[src/rtl/simd_sequencer_if.sv]
// Control, instruction-fetch, operand-read and result-write signals of the SIMD sequencer.
// master = sequencer side, slave = PS / BRAM / PE environment side.
interface simd_sequencer_if #(
  parameter int ADDR_WIDTH     = 10,
  parameter int INS_ADDR_WIDTH = 10,
  parameter int INS_WIDTH      = 64,
  parameter int OP_WIDTH       = 4
);
  logic                      start;
  logic [INS_ADDR_WIDTH-1:0] ins_base;
  logic                      busy;
  logic                      done;
  logic                      error;
  logic                      ins_rd_en;
  logic [INS_ADDR_WIDTH-1:0] ins_rd_addr;
  logic [INS_WIDTH-1:0]      ins_rd_data;
  logic                      ab_rd_en;
  logic [ADDR_WIDTH-1:0]     a_rd_addr;
  logic [ADDR_WIDTH-1:0]     b_rd_addr;
  logic [OP_WIDTH-1:0]       pe_op;
  logic                      pe_valid_in;
  logic                      r_wr_en;
  logic [ADDR_WIDTH-1:0]     r_wr_addr;

  modport master (
    input  start, ins_base, ins_rd_data,
    output busy, done, error, ins_rd_en, ins_rd_addr, ab_rd_en, a_rd_addr, b_rd_addr,
           pe_op, pe_valid_in, r_wr_en, r_wr_addr
  );

  modport slave (
    output start, ins_base, ins_rd_data,
    input  busy, done, error, ins_rd_en, ins_rd_addr, ab_rd_en, a_rd_addr, b_rd_addr,
           pe_op, pe_valid_in, r_wr_en, r_wr_addr
  );
endinterface

[src/rtl/simd_sequencer.sv]
// Fetches/decodes 64-bit vector instructions, streams A/B read addresses for len cycles,
// and delays the issue strobe/dest address to line up pe_valid_in and R writes.
module simd_sequencer #(
  parameter int ADDR_WIDTH     = 10,
  parameter int INS_ADDR_WIDTH = 10,
  parameter int INS_WIDTH      = 64,
  parameter int OP_WIDTH       = 4,
  parameter int BRAM_RD_LAT    = 1,
  parameter int PE_LAT         = 2
) (
  input  logic              clk,
  input  logic              rst,
  simd_sequencer_if.master  bus
);
  localparam int DLY = BRAM_RD_LAT + PE_LAT;
  localparam int WCW = (BRAM_RD_LAT > 1) ? $clog2(BRAM_RD_LAT) : 1;

  typedef enum logic [2:0] {
    S_IDLE, S_FETCH, S_WAIT, S_DECODE, S_ISSUE, S_DRAIN, S_DONE
  } state_t;

  state_t                    state_q, state_d;
  logic [INS_ADDR_WIDTH-1:0] pc_q, pc_d;
  logic [WCW-1:0]            wait_cnt_q, wait_cnt_d;
  logic [ADDR_WIDTH-1:0]     r_base_q, r_base_d, a_base_q, a_base_d, b_base_q, b_base_d;
  logic [9:0]                len_q, len_d, idx_q, idx_d;
  logic [OP_WIDTH-1:0]       pe_op_q, pe_op_d;
  logic                      error_q, error_d;
  logic [DLY-1:0]            vld_pipe_q, vld_pipe_d;
  logic [ADDR_WIDTH-1:0]     addr_pipe_q [DLY];
  logic [ADDR_WIDTH-1:0]     addr_pipe_d [DLY];

  logic [3:0] op;
  logic       illegal;
  logic       issue;
  logic       unused_rsvd;

  assign op          = bus.ins_rd_data[63:60];
  assign illegal     = (op >= 4'h6) && (op <= 4'hE);
  assign unused_rsvd = ^bus.ins_rd_data[19:0];

  always_comb begin
    state_d    = state_q;
    pc_d       = pc_q;
    wait_cnt_d = wait_cnt_q;
    r_base_d   = r_base_q;
    a_base_d   = a_base_q;
    b_base_d   = b_base_q;
    len_d      = len_q;
    idx_d      = idx_q;
    pe_op_d    = pe_op_q;
    error_d    = error_q;
    issue      = 1'b0;
    case (state_q)
      S_IDLE: begin
        if (bus.start) begin
          pc_d    = bus.ins_base;
          error_d = 1'b0;
          state_d = S_FETCH;
        end
      end
      S_FETCH: begin
        wait_cnt_d = '0;
        state_d    = S_WAIT;
      end
      S_WAIT: begin
        if (wait_cnt_q == WCW'(BRAM_RD_LAT - 1)) state_d = S_DECODE;
        else                                      wait_cnt_d = wait_cnt_q + 1'b1;
      end
      S_DECODE: begin
        pc_d     = pc_q + 1'b1;
        r_base_d = ADDR_WIDTH'(bus.ins_rd_data[59:50]);
        a_base_d = ADDR_WIDTH'(bus.ins_rd_data[49:40]);
        b_base_d = ADDR_WIDTH'(bus.ins_rd_data[39:30]);
        len_d    = bus.ins_rd_data[29:20];
        idx_d    = '0;
        if (op == 4'hF) begin
          state_d = S_DONE;
        end else if (illegal) begin
          error_d = 1'b1;
          state_d = S_DONE;
        end else if (op == 4'h0 || bus.ins_rd_data[29:20] == 10'd0) begin
          state_d = S_FETCH;
        end else begin
          pe_op_d = OP_WIDTH'(op);
          state_d = S_ISSUE;
        end
      end
      S_ISSUE: begin
        issue = 1'b1;
        if (idx_q == len_q - 10'd1) state_d = S_DRAIN;
        else                        idx_d   = idx_q + 10'd1;
      end
      S_DRAIN: begin
        if (vld_pipe_q == '0) state_d = S_FETCH;
      end
      S_DONE:  state_d = S_IDLE;
      default: state_d = S_IDLE;
    endcase
  end

  // Destination address rides alongside the issue strobe; zeros flow when idle.
  always_comb begin
    vld_pipe_d     = {vld_pipe_q[DLY-2:0], issue};
    addr_pipe_d[0] = issue ? (r_base_q + ADDR_WIDTH'(idx_q)) : '0;
    for (int i = 1; i < DLY; i++) addr_pipe_d[i] = addr_pipe_q[i-1];
  end

  always_ff @(posedge clk or posedge rst) begin
    if (rst) begin
      state_q    <= S_IDLE;
      pc_q       <= '0;
      wait_cnt_q <= '0;
      r_base_q   <= '0;
      a_base_q   <= '0;
      b_base_q   <= '0;
      len_q      <= '0;
      idx_q      <= '0;
      pe_op_q    <= '0;
      error_q    <= 1'b0;
      vld_pipe_q <= '0;
      for (int i = 0; i < DLY; i++) addr_pipe_q[i] <= '0;
    end else begin
      state_q    <= state_d;
      pc_q       <= pc_d;
      wait_cnt_q <= wait_cnt_d;
      r_base_q   <= r_base_d;
      a_base_q   <= a_base_d;
      b_base_q   <= b_base_d;
      len_q      <= len_d;
      idx_q      <= idx_d;
      pe_op_q    <= pe_op_d;
      error_q    <= error_d;
      vld_pipe_q <= vld_pipe_d;
      for (int i = 0; i < DLY; i++) addr_pipe_q[i] <= addr_pipe_d[i];
    end
  end

  assign bus.busy        = (state_q != S_IDLE) && (state_q != S_DONE);
  assign bus.done        = (state_q == S_DONE);
  assign bus.error       = error_q;
  assign bus.ins_rd_en   = (state_q == S_FETCH);
  assign bus.ins_rd_addr = pc_q;
  assign bus.ab_rd_en    = issue;
  assign bus.a_rd_addr   = issue ? (a_base_q + ADDR_WIDTH'(idx_q)) : '0;
  assign bus.b_rd_addr   = issue ? (b_base_q + ADDR_WIDTH'(idx_q)) : '0;
  assign bus.pe_op       = pe_op_q;
  assign bus.pe_valid_in = vld_pipe_q[BRAM_RD_LAT-1];
  assign bus.r_wr_en     = vld_pipe_q[DLY-1];
  assign bus.r_wr_addr   = addr_pipe_q[DLY-1];
endmodule

[src/flat_wrapper.sv]
// flat-port wrapper written by rule: the top's interface ports become plain ports
module simd_sequencer_flat 
#(
  parameter int ADDR_WIDTH     = 10,
  parameter int INS_ADDR_WIDTH = 10,
  parameter int INS_WIDTH      = 64,
  parameter int OP_WIDTH       = 4,
  parameter int BRAM_RD_LAT    = 1,
  parameter int PE_LAT         = 2
)
  (clk, rst, bus_start, bus_ins_base, bus_ins_rd_data, bus_busy, bus_done, bus_error, bus_ins_rd_en, bus_ins_rd_addr, bus_ab_rd_en, bus_a_rd_addr, bus_b_rd_addr, bus_pe_op, bus_pe_valid_in, bus_r_wr_en, bus_r_wr_addr);
  simd_sequencer_if #(.ADDR_WIDTH(ADDR_WIDTH), .INS_ADDR_WIDTH(INS_ADDR_WIDTH), .INS_WIDTH(INS_WIDTH), .OP_WIDTH(OP_WIDTH)) bus_i ();
  input  logic clk;
  input  logic rst;
  input wire logic [$bits(bus_i.start)-1:0] bus_start;
  input wire logic [$bits(bus_i.ins_base)-1:0] bus_ins_base;
  input wire logic [$bits(bus_i.ins_rd_data)-1:0] bus_ins_rd_data;
  output wire logic [$bits(bus_i.busy)-1:0] bus_busy;
  output wire logic [$bits(bus_i.done)-1:0] bus_done;
  output wire logic [$bits(bus_i.error)-1:0] bus_error;
  output wire logic [$bits(bus_i.ins_rd_en)-1:0] bus_ins_rd_en;
  output wire logic [$bits(bus_i.ins_rd_addr)-1:0] bus_ins_rd_addr;
  output wire logic [$bits(bus_i.ab_rd_en)-1:0] bus_ab_rd_en;
  output wire logic [$bits(bus_i.a_rd_addr)-1:0] bus_a_rd_addr;
  output wire logic [$bits(bus_i.b_rd_addr)-1:0] bus_b_rd_addr;
  output wire logic [$bits(bus_i.pe_op)-1:0] bus_pe_op;
  output wire logic [$bits(bus_i.pe_valid_in)-1:0] bus_pe_valid_in;
  output wire logic [$bits(bus_i.r_wr_en)-1:0] bus_r_wr_en;
  output wire logic [$bits(bus_i.r_wr_addr)-1:0] bus_r_wr_addr;
  assign bus_i.start = bus_start;
  assign bus_i.ins_base = bus_ins_base;
  assign bus_i.ins_rd_data = bus_ins_rd_data;
  assign bus_busy = bus_i.busy;
  assign bus_done = bus_i.done;
  assign bus_error = bus_i.error;
  assign bus_ins_rd_en = bus_i.ins_rd_en;
  assign bus_ins_rd_addr = bus_i.ins_rd_addr;
  assign bus_ab_rd_en = bus_i.ab_rd_en;
  assign bus_a_rd_addr = bus_i.a_rd_addr;
  assign bus_b_rd_addr = bus_i.b_rd_addr;
  assign bus_pe_op = bus_i.pe_op;
  assign bus_pe_valid_in = bus_i.pe_valid_in;
  assign bus_r_wr_en = bus_i.r_wr_en;
  assign bus_r_wr_addr = bus_i.r_wr_addr;
  simd_sequencer #(.ADDR_WIDTH(ADDR_WIDTH), .INS_ADDR_WIDTH(INS_ADDR_WIDTH), .INS_WIDTH(INS_WIDTH), .OP_WIDTH(OP_WIDTH), .BRAM_RD_LAT(BRAM_RD_LAT), .PE_LAT(PE_LAT)) u_core (.clk(clk), .rst(rst), .bus(bus_i));
endmodule
[config.mk]
export PLATFORM = sky130hd
export DESIGN_NAME = simd_sequencer_flat
export DESIGN_NICKNAME = d
export VERILOG_FILES = /design/src/rtl/simd_sequencer_if.sv /design/src/rtl/simd_sequencer.sv /design/src/flat_wrapper.sv
export SDC_FILE = /design/constraint.sdc
export NUM_CORES = 1
export LEC_CHECK = 0
export ABC_AREA = 0
export BUFFER_PORTS_ARGS = -buffer_cell sky130_fd_sc_hd__clkbuf_2
export CORE_ASPECT_RATIO = 0.8
export CORE_UTILIZATION = 49
export CTS_CLUSTER_SIZE = 30
export DETAILED_ROUTE_END_ITERATION = 16
export GPL_ROUTABILITY_DRIVEN = 0
export HOLD_SLACK_MARGIN = 0.06
export PLACE_DENSITY = 0.78
export REMOVE_ABC_BUFFERS = 1
export SETUP_SLACK_MARGIN = 0.1
export SYNTH_ARGS = -nofsm -noshare
export SYNTH_HDL_FRONTEND = slang
export SYNTH_SLANG_ARGS = --single-unit
[constraint.sdc]
create_clock -name clk -period 2.75 [get_ports clk]
set_clock_uncertainty 0.1 [all_clocks]
set_input_delay 0.1375 -clock clk [delete_from_list [all_inputs] [get_ports clk]]
set_output_delay 0.1375 -clock clk [all_outputs]
set_load 0.005 [all_outputs]
# After elaboration in Yosys (flattened, before gate mapping)
# Cells that the tools add are included.
# totals
output_inout_bits	51
register_bits	102
input_bits	77
# op_classes
n_lt_le_gt_ge	2
bitwise_logic	3
reduce_logical	16
n_mux	22
eq_ne	16
add_sub_neg	7
# ops
operator	n
two-way mux 10 bit	5
one-hot mux 10 bit (2 select lines)	2
adder 10 bit	3
two-way mux 3 bit	7
adder 10 x 1 -> 10 bit, second input constant	2
one-hot mux 3 bit (6 select lines)	1
AND reduction 4 bit	3
equality test 10 bit	1
logical NOT 10 bit	1
subtractor 10 x 1 -> 10 bit, second input constant	1
equality test 3 bit, second input constant	3
!= test 2 bit, second input constant	4
equality test 3 x 2 -> 1 bit, second input constant	2
logical NOT 3 bit	2
!= test 2 x 1 -> 1 bit, second input constant	3
nonzero test 2 bit	3
two-way mux 1 bit	5
equality test 4 bit, second input constant	1
>= comparator 4 x 3 -> 1 bit, second input constant	1
less-or-equal comparator 4 bit, second input constant	1
logical NOT 4 bit	1
one-hot mux 1 bit (2 select lines)	2
AND reduction 2 bit	2
equality test 3 x 1 -> 1 bit, second input constant	1
other kinds (6)	9

# Longest topological paths before layout
# Gate-level depths: netlist of the first run.
# logic_depth
ltp_word	6
mapped_depth	9
mapped_depth_nobuf	9

# Least setup slack after synthesis of the first run
# No wires, ideal clock.
# synth_path
kind	flip-flop to flip-flop
startpoint	register u_core.len_q[0]
endpoint	register u_core.idx_q[5]
synth_period_minus_slack_ns	2.453
path_slack_ns	0.297
setup_ns	0.079
arrival_time_ns	2.274
n_path_buf	0
path_stages_with_launch	10
required_ns	2.571
path_cell_list	dfrtp_1 inv_1 ha_1 or4b_1 and4bb_1 a211oi_1 a2111oi_4 nand2_4 nand4_1 mux2i_1
# synth_between
elab_chain_cells	4
# synth_rtl
item	line	rtl
start: declaration	simd_sequencer.sv:26	logic [9:0] len_q, len_d, idx_q, idx_d;
start signal: assignment	simd_sequencer.sv:130	len_q <= len_d;
subtractor 10 x 1 -> 10 bit	simd_sequencer.sv:91	if (idx_q == len_q - 10'd1) state_d = S_DRAIN;
equality test 10 bit	simd_sequencer.sv:91	
!= test 2 bit (no source line)	-	
AND reduction 2 bit (no source line)	-	
end signal: assignment	simd_sequencer.sv:131	idx_q <= idx_d;
end: declaration	simd_sequencer.sv:26	
# Every way passes these cells.
# A chain may end at the register's enable or synchronous reset.

# Final worst setup path of the first run
# layout_path
startpoint	register u_core.idx_q[0]
endpoint	output bus_a_rd_addr[8]
# layout_between
elab_chain_cells	2
# layout_rtl
item	line	rtl
adder 10 bit	simd_sequencer.sv:145	assign bus.a_rd_addr = issue ? (a_base_q + ADDR_WIDTH'(idx_q)) : '0;
two-way mux 10 bit	simd_sequencer.sv:145	
end: declaration	flat_wrapper.sv:24	output wire logic [$bits(bus_i.a_rd_addr)-1:0] bus_a_rd_addr;
# Every way passes these cells.

==> summary.md, run 1 <==
| Metric | Value |
|---|---|
| Synth Instances | 565 |
| Setup TNS Final | -0.277 ns |
| CP max FO | 3 |
| First-pass GRT wire length | 22200 um |
| Final HPWL from detailed placement | 8980 um |
| I/O Pins | 128 |
| Starting DRC count in detailed routing | 312 |
| Slew @ Worst Pin | 0.582 ns |
| P_leak | 3.79 nW |
| Unrepaired setup endpoints after global routing | yes |
| Number of buffers created by CTS | 9 |
| Failing checks | negative setup slack |
| Largest net degree at the start of global routing | 55 |
| Fmax | 0.344 GHz |
| Final worst setup slack | -0.155 ns |
| Drt drc | 0 |
| WHS | 0.170 ns |
| Root buf cell | clkbuf_16 |
| Mapped Area | 5320 um2 |
| Asr flop ratio synth | 100% |
| EDFF count, synth | 0 |
| Hold Path Class | primary input to flip-flop |
| Hold Vio Cnt, Final | 0 |
| Pwr/cell area | 869 nW/um2 |
| IO Port Bufs | 107 |
| Arr. time, crit path | 2.67 ns |
| Clock buffer depth | 2 |
| Rows | 33 |
| Post-synthesis sequential area ratio | 47.6% |
| Routed WL per cell | 16.0 um |
| Synthesis-to-finish area growth | 37.9% |
| Layer with the highest usage | met2 |
| Crit start category | flip-flop |
| Slew Limit Fails | 0 |
| GRT overflow | 0 |
| Max VDD drop | 0.400 mV |
| Largest delay share family, worst path | compound AO/OA/AOI/OAI gates |
| #FFs+latches synth | 101 |
| Post-DR vias/cell | 5.45 |
| Req. time, crit path | 2.51 ns |
| Netlist cell types | 51 |
| Syn_area_per_cell | 9.41 um2 |
| GR Layer Usage met3 | 4.90% |
| Final setup viols | 3 |
| Max Cap Viol | 0 |
| Antenna Cells | 0 |
| Worst path cell trace | ha_4, fa_2, a21o_1, a21oi_2, nor2b_2, o21a_1, o41ai_2, xor2_1, nor2_1, clkbuf_2 |
| Layout cell share with drive strength beyond 1 | 27.5% |
| Min cycle time layout | 2.91 ns |
| Yosys warning count | 0 |
| Status | finished with violations |
| CP max stage cell | dfrtp_2 |
| Routed vias | 4873 |
| DR pass1 iterations | 5 |
| Critical path class | flip-flop to output pin |
| Post-Route WL | 14300 um |
| Clk slew on worst S/H paths | 0.08 ns |
| Critical path endpoint category | output pin |
| ANT nets after route | 0 |
| Die Width | 118 um |
| CTS tree | built |
| Initial antenna violation count | 0 |
| Total track usage | 25.2% |
| Worst path bufs/invs | 1 |
| Synth Flop Type | dfrtp_1 |
| Worst slew margin | 61.2% |
| Core area | 10400 um2 |
| Clk Latency, worst-skew pair | 0.35 ns |
| H-tree depth | 3 |
| # clock sinks | 101 |
| Layout Nets | 859 |
| Die Area | 11300 um2 |
| Met1 usage | 31.4% |
| Max stage delay on crit path | 0.46 ns |
| Initial Utilization | 51.1% |
| Die H | 95.2 um |
| Part of the cycle the worst path needs | 106% |
| Vias in the first global route | 4766 |
| Met2 usage | 44.7% |
[path summary, 6_finish.rpt]
check                                           to              startpoint  slack, ns  cells after the start
setup / recovery                  bus_a_rd_addr[8]         u_core.idx_q[0]      -0.16                     10
setup reg to reg                   u_core.idx_q[8]         u_core.len_q[0]       0.10                     10
hold reg to reg              u_core.addr_pipe_d[2]  u_core.addr_pipe_d[12]       0.25                      0
max in group asynchronous          u_core.idx_q[2]                     rst       1.52                      4
hold / removal                   u_core.state_q[0]               bus_start       0.17                      4
min in group asynchronous  u_core.bus.r_wr_addr[0]                     rst       0.30                      3
[per-stage QoR]
| stage | setup WS (ns) | power [mW] | instances | utilization, % | instance area [um2] |
|---|---|---|---|---|---|
| after floorplan | -0.205 | 3.94 | 544 | - | 5240 |
| after global placement | 0.188 | 4.61 | 801 | 58.1 | 6050 |
| after detailed placement | 0.0681 | 4.76 | 801 | 58.1 | 6050 |
| after CTS | -0.134 | 6.16 | 877 | 67.5 | 7020 |
| after global routing | -0.240 | 6.84 | 894 | 70.4 | 7330 |
| final | -0.155 | 6.37 | 894 | 70.4 | 7330 |
[metal layers]
layer / up-vias / part of all wire [%] / routed length, um
li1: 2312 / - / -
met1: 2374 / 43 / 6120
met2: 169 / 51 / 7280
met3: 18 / 5.1 / 733
met4: 0 / 1.1 / 164
met5: - / 0 / 0
[kinds of logic after synthesis]
logic type / Yosys count / synth area share (%)
XOR/XNOR: 35 / 5.77
buffers and inverters: 35 / 2.50
flip-flops: 101 / 47.6
AND/OR/NAND/NOR: 265 / 22.6
AO/OA/AOI/OAI: 85 / 11.2
adder cells (fa/ha/maj): 33 / 8.19
multiplexers: 11 / 2.14
[power by group]
group | internal [mW] | total (mW) | switching (mW)
combinational | 1.21 | 2.70 | 1.49
sequential | 1.97 | 2.41 | 0.445
clock | 0.657 | 1.26 | 0.601
total | 3.83 | 6.37 | 2.54
[cell usage in the layout (no fill, tap or decap), types with 3 or more instances in the layout]
| master | count |
|---|---|
| nand3_1 | 8 |
| nor3b_1 | 5 |
| ha_1 | 24 |
| buf_6 | 5 |
| a211o_1 | 4 |
| clkbuf_16 | 9 |
| nand2b_1 | 8 |
| a31oi_1 | 4 |
| nand2_1 | 140 |
| inv_1 | 11 |
| fa_2 | 3 |
| a21oi_2 | 7 |
| and3_1 | 15 |
| dfrtp_1 | 97 |
| a221o_1 | 4 |
| dfrtp_2 | 4 |
| nor4_1 | 4 |
| o21ai_0 | 18 |
| a222oi_1 | 3 |
| o21a_1 | 3 |
| clkbuf_2 | 105 |
| o41ai_2 | 3 |
| nor2_1 | 38 |
| a21oi_1 | 10 |
| mux2i_1 | 8 |
| nor2b_1 | 6 |
| a21o_1 | 7 |
| mux2_2 | 3 |
| or2_2 | 3 |
| nand4_1 | 5 |
| xor2_1 | 17 |
| xnor2_1 | 18 |
| nor3_1 | 15 |
| ha_4 | 6 |
| dlygate4sd3_1 | 55 |
| buf_4 | 25 |
[cell usage after synthesis (2+ instances only)]
library cell  instances  area [um2]
o21ai_0              20         100
a221o_1               4        40.0
nor2b_1               7        43.8
nor4b_1               2        17.5
o22ai_1               2        12.5
nand2b_1              8        50.1
nand2_1             141         529
a31oi_1               5        31.3
nor3b_1               5        37.5
nand4_1               5        31.3
mux2_2                3        33.8
nand3_1              10        50.1
nor3_1               16        80.1
mux2i_1               8        80.1
a21o_1                7        52.6
xnor2_1              18         158
fa_1                  3        60.1
a2111oi_0             3        26.3
o21a_1                3        22.5
xor2_1               17         149
a311oi_1              2        17.5
nor2_1               41         154
a211o_1               4        35.0
ha_1                 30         375
or2_2                 3        18.8
and2_1                2        12.5
a222oi_1              3        30.0
inv_1                14        52.6
o311ai_0              2        17.5
a21oi_1              17        85.1
buf_1                 2        7.51
nor4_1                4        25.0
dfrtp_1             101        2530
o41ai_1               3        26.3
and3_1               15        93.8
o21bai_1              3        22.5
clkbuf_1             18        67.6
[registers in the layout (all words and copies together), names as in the netlist]
| signal | count |
|---|---|
| u_core.bus.error | 1 |
| u_core.bus.pe_op | 4 |
| u_core.bus.ins_rd_addr | 10 |
| u_core.a_base_q | 10 |
| u_core.r_base_q | 10 |
| u_core.bus.r_wr_addr | 10 |
| u_core.vld_pipe_q | 3 |
| u_core.idx_q | 10 |
| u_core.len_q | 10 |
| u_core.addr_pipe_d | 20 |
| u_core.b_base_q | 10 |
| u_core.state_q | 3 |
[worst reg2reg max path: stages (launching register included)]
cell and delay (ns):
dfrtp_1 0.42, inv_2 0.09, ha_4 0.13, or4b_4 0.46, and4bb_1 0.29, a211oi_2 0.06
a2111oi_4 0.46, nand2_4 0.09, buf_6 0.15, a31o_1 0.18, a21oi_2 0.13
[area by class of cell]
| type | instances | area [um2] |
|---|---|---|
| inverter | 14 | 55.1 |
| fill | 783 | 3080 |
| sequential | 101 | 2530 |
| multi-input combinational | 429 | 2910 |
| tap | 140 | 175 |
| clock buffer | 10 | 239 |
| clock inverter | 6 | 52.6 |
| timing repair buffer | 194 | 1370 |
[repair_timing]
action                                  CTS  global route
hold buffers                             55             0
pin swaps                                15            37
setup buffers                             5            17
endpoints found under the setup margin    9            19
gates resized for setup                  18            44
hold endpoints to repair                101             0
(Power assumes the default switching activity.)
==> run 2, diff against run 1 <==
ABC_AREA = not set   (was 0)
CELL_PAD_IN_SITES_DETAIL_PLACEMENT = 1   (was not set)
CELL_PAD_IN_SITES_GLOBAL_PLACEMENT = 2   (was not set)
CORE_UTILIZATION = 29   (was 49)
PLACE_DENSITY = 0.76   (was 0.78)
SKIP_CTS_REPAIR_TIMING = 1   (was not set)
==> run 2 against run 1 <==
The flow still finishes with violations (negative setup slack). Sequential power about the same. Sequential share of layout area decreased by 0.28 points. Register-to-register slack improved by 0.07 ns. Largest cell class unchanged.
==> summary.md, run 2 (synthesis results as in run 1) <==
| Metric | Value |
|---|---|
| Status | finished with violations |
| Arr. time, crit path | 2.65 ns (-0.02 ns) |
| Root buf cell | clkbuf_16 |
| Total track usage | 16.5% (-8.7 points) |
| Rows | 43 (+30%) |
| Die Width | 153 um (+29%) |
| Routed WL per cell | 16.3 um (+2.0%) |
| WHS | 0.0668 ns (-0.103 ns) |
| Layout cell share with drive strength beyond 1 | 27.5% (+0.073 points) |
| Max stage delay on crit path | 0.44 ns (-0.02 ns) |
| Worst path bufs/invs | 1 (unchanged) |
| # clock sinks | 101 (unchanged) |
| Pwr/cell area | 873 nW/um2 (+0.41%) |
| DP Worst Slack | 0.0546 ns (-0.0135 ns) |
| Failing checks | negative setup slack |
| Max Cap Viol | 0 (unchanged) |
| Largest net degree at the start of global routing | 69 (+25%) |
| Part of the cycle the worst path needs | 105% (-0.77 points) |
| Critical path endpoint category | output pin |
| First-pass GRT wire length | 24400 um (+9.5%) |
| Final setup viols | 2 (-1) |
| Slew @ Worst Pin | 0.916 ns (+0.333 ns) |
| Hold Vio Cnt, Final | 0 (unchanged) |
| Largest delay share family, worst path | compound AO/OA/AOI/OAI gates |
| Antenna Cells | 0 (unchanged) |
| Drt drc | 0 (unchanged) |
| Final Core Density | 41.9% (-29 points) |
| Starting DRC count in detailed routing | 119 (-62%) |
| Worst slew margin | 39.0% (-22 points) |
| Total design power | 6.45 mW (+1.2%) |
| Routed vias | 4762 (-2.3%) |
| Fmax | 0.347 GHz (+0.73%) |
| P_leak | 3.78 nW (about the same) |
| CP max stage cell | dfrtp_1 |
| Hold Path Class | primary input to flip-flop |
| Number of buffers created by CTS | 9 (unchanged) |
| Commonest cells after routing, fill and taps aside | 141 x nand2_1, 105 x clkbuf_2, 98 x dfrtp_1 |
| Final HPWL from detailed placement | 10800 um (+20%) |
| Min cycle time layout | 2.88 ns (-0.0211 ns) |
| Final worst setup slack | -0.134 ns (+0.0211 ns) |
| ANT nets after route | 0 (unchanged) |
| I/O Pins | 128 (unchanged) |
| Max reg flops | 20 (unchanged) |
| Clk Latency, worst-skew pair | 0.35 ns (about the same) |
| Leading cell type in the layout, fill and taps excluded | nand2_1 |
| Synthesis-to-finish area growth | 39.0% |
| Placed Cells | 889 (+11%) |
| Req. time, crit path | 2.51 ns (about the same) |
| GRT overflow | 0 (unchanged) |
| Clock buffer depth | 2 (unchanged) |
| Die H | 123 um (+29%) |
| Layout Nets | 857 (-0.23%) |
| Clk slew on worst S/H paths | 0.07 ns (about the same) |
| Post-DR vias/cell | 4.87 (-11%) |
| Core area | 17600 um2 (+70%) |
| Max VDD drop | 0.284 mV (-29%) |
| Slew Limit Fails | 0 (unchanged) |
| CTS tree | built |
| Post-Route WL | 15900 um (+11%) |
| H-tree depth | 3 (unchanged) |
| IO Port Bufs | 107 (unchanged) |
| Initial antenna violation count | 0 (unchanged) |
| CP max FO | 4 (+1) |
| Worst path cell trace | ha_4, fa_2, a21o_1, a21oi_2, nor2b_1, o21a_1, o41ai_2, xor2_1, nor2_1, clkbuf_2 |
| Unrepaired setup endpoints after global routing | yes |
| Layout Cells excl Fill | 977 (+9.3%) |
| Die Area | 18900 um2 (+67%) |
| Crit start category | flip-flop |
| Critical path class | flip-flop to output pin |
| DR pass1 iterations | 4 (-1) |
| Vias in the first global route | 4750 (-0.34%) |
| Initial Utilization | 30.1% (-21 points) |
==> run 2: changes by cell type in the layout (fill, tap and decap cells not counted), moves of 2 or more <==
cell and change:
buf_6 -4, inv_8 -2, inv_6 -2, ha_4 -2, ha_2 +2, xor2_1 -2, clkinv_4 +4, xor2_2 +2
buf_4 +3
==> run 2: path summary, 6_finish.rpt <==
kind / from / slack [ns] / cells after the start / end
hold / removal: bus_ins_rd_data[63] / 0.07 / 4 / u_core.bus.error
max in group asynchronous: rst / 1.39 / 4 / u_core.a_base_q[0]
min in group asynchronous: rst / 0.41 / 3 / u_core.bus.pe_op[1]
setup reg to reg: u_core.len_q[1] / 0.17 / 10 / u_core.idx_q[8]
hold reg to reg: u_core.addr_pipe_d[12] / 0.25 / 0 / u_core.addr_pipe_d[2]
setup / recovery: u_core.idx_q[0] / -0.13 / 10 / bus_a_rd_addr[8]
==> run 2: layout make-up <==
| cell class | instances | area (um2) |
|---|---|---|
| clock buffers | 10 | 239 |
| clock inverters | 6 | 72.6 |
| fillers | 2025 | 10300 |
| inverters | 14 | 55.1 |
| multi-input cells | 430 | 2890 |
| flip-flops and latches | 101 | 2530 |
| well taps | 225 | 282 |
| repair buffers | 191 | 1320 |
==> run 2: power breakdown <==
part | leakage (nW) | internal (mW) | total [mW] | switching [mW]
clock | 0.149 | 0.737 | 1.33 | 0.596
combinational | 2.32 | 1.19 | 2.70 | 1.51
sequential | 1.31 | 1.97 | 2.42 | 0.450
==> run 2: routing by layer <==
layer	wire length, um	part of all wire (%)	track usage [%]	vias to the layer above
li1	-	-	-	2305
met1	7710	48	22.2	2340
met2	7420	47	27.3	98
met3	581	3.6	3.26	19
met4	208	1.3	4.69	0
met5	0	0	0	-
==> run 2: worst min-delay path, delay by kind of cell <==
family,cells,cell delay (ns)
AO/OA/AOI/OAI,1,0.07
buffers and inverters,1,0.11
AND/OR/NAND/NOR,2,0.16
==> run 2: metrics by stage <==
| stage | instance area (um2) | setup TNS (ns) |
|---|---|---|
| final | 7390 | -0.251 |
| after global routing | 7390 | -0.993 |
| after CTS | 6490 | -1.49 |
| after detailed placement | 6180 | 0 |
| after global placement | 6180 | 0 |
| after floorplan | 5240 | -14.85 |
==> run 3, diff against run 2 <==
PLACE_DENSITY = 0.74   (was 0.76)
==> run 3 against run 2 <==
The run still ends with negative setup slack left. Die area is the same. Worst setup slack lost 0.0020 ns. Flip-flop and latch count is the same. Non-clock buffer count grew 3. Final cell count grew 0.20%. Total power shrank 0.60%. Global-route usage grew 0.39 points. Register-to-register slack lost 0.13 ns. Via count shrank 0.36%. Critical path depth is the same. Combinational power grew 2%. Count of clock-buffer cells in the layout grew 1.
==> summary.md, run 3 (synthesis results as in run 1) <==
| Metric | Value |
|---|---|
| Status | finished with violations |
| Failing checks | negative setup slack |
| First-pass GRT wire length | 24900 um (+2.4%) |
| Reg-to-reg critical path endpoint | u_core.idx_q[8] |
| Req. time, crit path | 2.51 ns (about the same) |
| Final worst setup slack | -0.136 ns (-0.00198 ns) |
| Drt drc | 0 (unchanged) |
| Hold EP | u_core.bus.ins_rd_addr[1] |
| Layout Nets | 859 (+0.23%) |
| Rows | 43 (unchanged) |
| Die Area | 18900 um2 (unchanged) |
| Worst Hold Launch | bus_ins_base[1] |
| Clk slew on worst S/H paths | 0.07 ns (about the same) |
| Hold Path Class | primary input to flip-flop |
| Worst path cell trace | ha_2, fa_2, a21o_1, a21oi_2, nor2b_2, o21a_1, o41ai_2, xor2_1, nor2_1, clkbuf_2 |
| Synthesis-to-finish area growth | 38.5% |
| ANT nets after route | 0 (unchanged) |
| P_leak | 3.78 nW (-0.10%) |
| Critical path endpoint category | output pin |
| Setup TNS Final | -0.224 ns (+0.0273 ns) |
| Reg2Reg Depth | 10 (unchanged) |
| Routed WL per cell | 16.2 um (-0.75%) |
| Hold Vio Cnt, Final | 0 (unchanged) |
| I/O Pins | 128 (unchanged) |
| WHS | 0.0313 ns (-0.0355 ns) |
| Sw Pwr | 2.52 mW (-1.4%) |
| Die H | 123 um (unchanged) |
| CTS tree | built |
| Total track usage | 16.9% (+0.39 points) |
| CP max stage cell | dfrtp_1 |
| Die Width | 153 um (unchanged) |
| Max stage delay on crit path | 0.41 ns (-0.03 ns) |
| Unrepaired setup endpoints after global routing | yes |
| Final setup viols | 2 (unchanged) |
| Reg-to-reg setup timing slack | 0.04 ns (-0.13 ns) |
| Layout cell share with drive strength beyond 1 | 27.2% (-0.34 points) |
| Starting DRC count in detailed routing | 122 (+2.5%) |
| Crit start category | flip-flop |
| Commonest cells after routing, fill and taps aside | 140 x nand2_1, 106 x clkbuf_2, 98 x dfrtp_1 |
| Clock buffer depth | 2 (unchanged) |
| Filler cells | 2056 (+1.5%) |
| Max VDD drop | 0.487 mV (+72%) |
| Logic pwr share | 42.9% (+1.1 points) |
| Flop pwr share | 37.2% (-0.3 points) |
| DR pass1 iterations | 6 (+2) |
| Initial antenna violation count | 0 (unchanged) |
| Arr. time, crit path | 2.65 ns (about the same) |
| Slew @ Worst Pin | 0.648 ns (-0.267 ns) |
| WP depth | 10 (unchanged) |
| Min cycle time layout | 2.89 ns (+0.00198 ns) |
| CP max FO | 3 (-1) |
| H-tree depth | 3 (unchanged) |
| Leading cell type in the layout, fill and taps excluded | nand2_1 |
| Hold-critical path depth | 3 (-1) |
| GRT overflow | 0 (unchanged) |
| IO Port Bufs | 107 (unchanged) |
| Worst path bufs/invs | 1 (unchanged) |
| Largest delay share family, worst path | compound AO/OA/AOI/OAI gates |
| Worst slew margin | 56.8% (+18 points) |
| Final HPWL from detailed placement | 11000 um (+2.3%) |
| FF-to-FF Start | u_core.len_q[0] |
| Initial Utilization | 30.1% (unchanged) |
| Fmax | 0.346 GHz (about the same) |
| Core area | 17600 um2 (unchanged) |
| Layout Cells excl Fill | 979 (+0.20%) |
| Max Cap Viol | 0 (unchanged) |
| DP Worst Slack | 0.0412 ns (-0.0133 ns) |
| Critical path class | flip-flop to output pin |
| Clock power share | 19.9% (-0.8 points) |
| Vias in the first global route | 4863 (+2.4%) |
| # clock sinks | 101 (unchanged) |
| Routed vias | 4745 (-0.36%) |
| Int Pwr | 3.89 mW (-0.11%) |
| Max reg flops | 20 (unchanged) |
| Root buf cell | clkbuf_16 |
| Pwr/cell area | 871 nW/um2 (-0.26%) |
| Number of buffers created by CTS | 9 (unchanged) |
| Clk Latency, worst-skew pair | 0.35 ns (about the same) |
| Part of the cycle the worst path needs | 105% (about the same) |
| Switching Fraction | 39.3% (-0.30 points) |
| Slew Limit Fails | 0 (unchanged) |
| Post-Route WL | 15800 um (-0.55%) |
| Placed Cells | 891 (+0.22%) |
| Post-DR vias/cell | 4.85 (-0.56%) |
| Antenna Cells | 0 (unchanged) |
| Largest net degree at the start of global routing | 68 (-1.4%) |
run 3: changes by cell type in the layout (fill, tap and decap cells not counted), sizes merged:
cell / change
buf: +3
clkinvlp: -1
clkbuf: +2
dlygate4sd3: -1
nand2: -1
run 3: worst max-delay path by stage:
stage	start	to
after CTS	u_core.idx_q[0]	bus_a_rd_addr[8]
after global placement	u_core.idx_q[0]	bus_b_rd_addr[8]
after detailed placement	u_core.len_q[0]	u_core.idx_q[7]
after floorplan	u_core.state_q[1]	u_core.bus.ins_rd_addr[3]
final	u_core.idx_q[0]	bus_a_rd_addr[8]
after global routing	u_core.idx_q[0]	bus_a_rd_addr[8]
run 3: per-layer routing:
| metal | vias to the layer above | global-route usage [%] | routed length [um] |
|---|---|---|---|
| met5 | - | 0 | 0 |
| met4 | 0 | 4.31 | 165 |
| met3 | 13 | 3.61 | 559 |
| met2 | 98 | 27.8 | 7370 |
| met1 | 2322 | 22.8 | 7740 |
| li1 | 2312 | - | - |
run 3: area by class of cell:
| type | count | area, um2 | area share (%) |
|---|---|---|---|
| clock buffer | 11 | 233 | 3.16 |
| multi-input combinational | 429 | 2850 | 38.8 |
| timing repair buffer | 194 | 1350 | 18.3 |
| tap | 225 | 282 | 3.82 |
| sequential | 101 | 2530 | 34.4 |
| inverter | 14 | 55.1 | 0.748 |
| clock inverter | 5 | 61.3 | 0.833 |
run 3: metrics by stage:
stage | util [%] | cell area (um2) | power [mW]
2_1_floorplan | - | 5240 | 3.94
3_3_place_gp | 35.1 | 6190 | 4.77
3_5_place_dp | 35.1 | 6190 | 4.92
4_1_cts | 36.8 | 6490 | 6.25
5_1_grt | 41.7 | 7360 | 6.99
6_report | 41.7 | 7360 | 6.41
run 3: power groups by stage:
stage | logic [mW] | registers, mW | clock network, mW
3_3_place_gp | 2.39 | 2.39 | 0
6_report | 2.75 | 2.38 | 1.28
5_1_grt | 3.14 | 2.46 | 1.38
3_5_place_dp | 2.50 | 2.42 | 0
4_1_cts | 2.52 | 2.39 | 1.33
2_1_floorplan | 1.63 | 2.31 | 0
run 3: worst reg2reg max path, delay by kind of cell, from the launching register on:
family | cells | cell delay (ns)
AND/OR/NAND/NOR | 3 | 0.93
buffers and inverters | 2 | 0.24
AO/OA/AOI/OAI | 4 | 0.82
adder cells (fa/ha/maj) | 1 | 0.13
flip-flops | 1 | 0.42
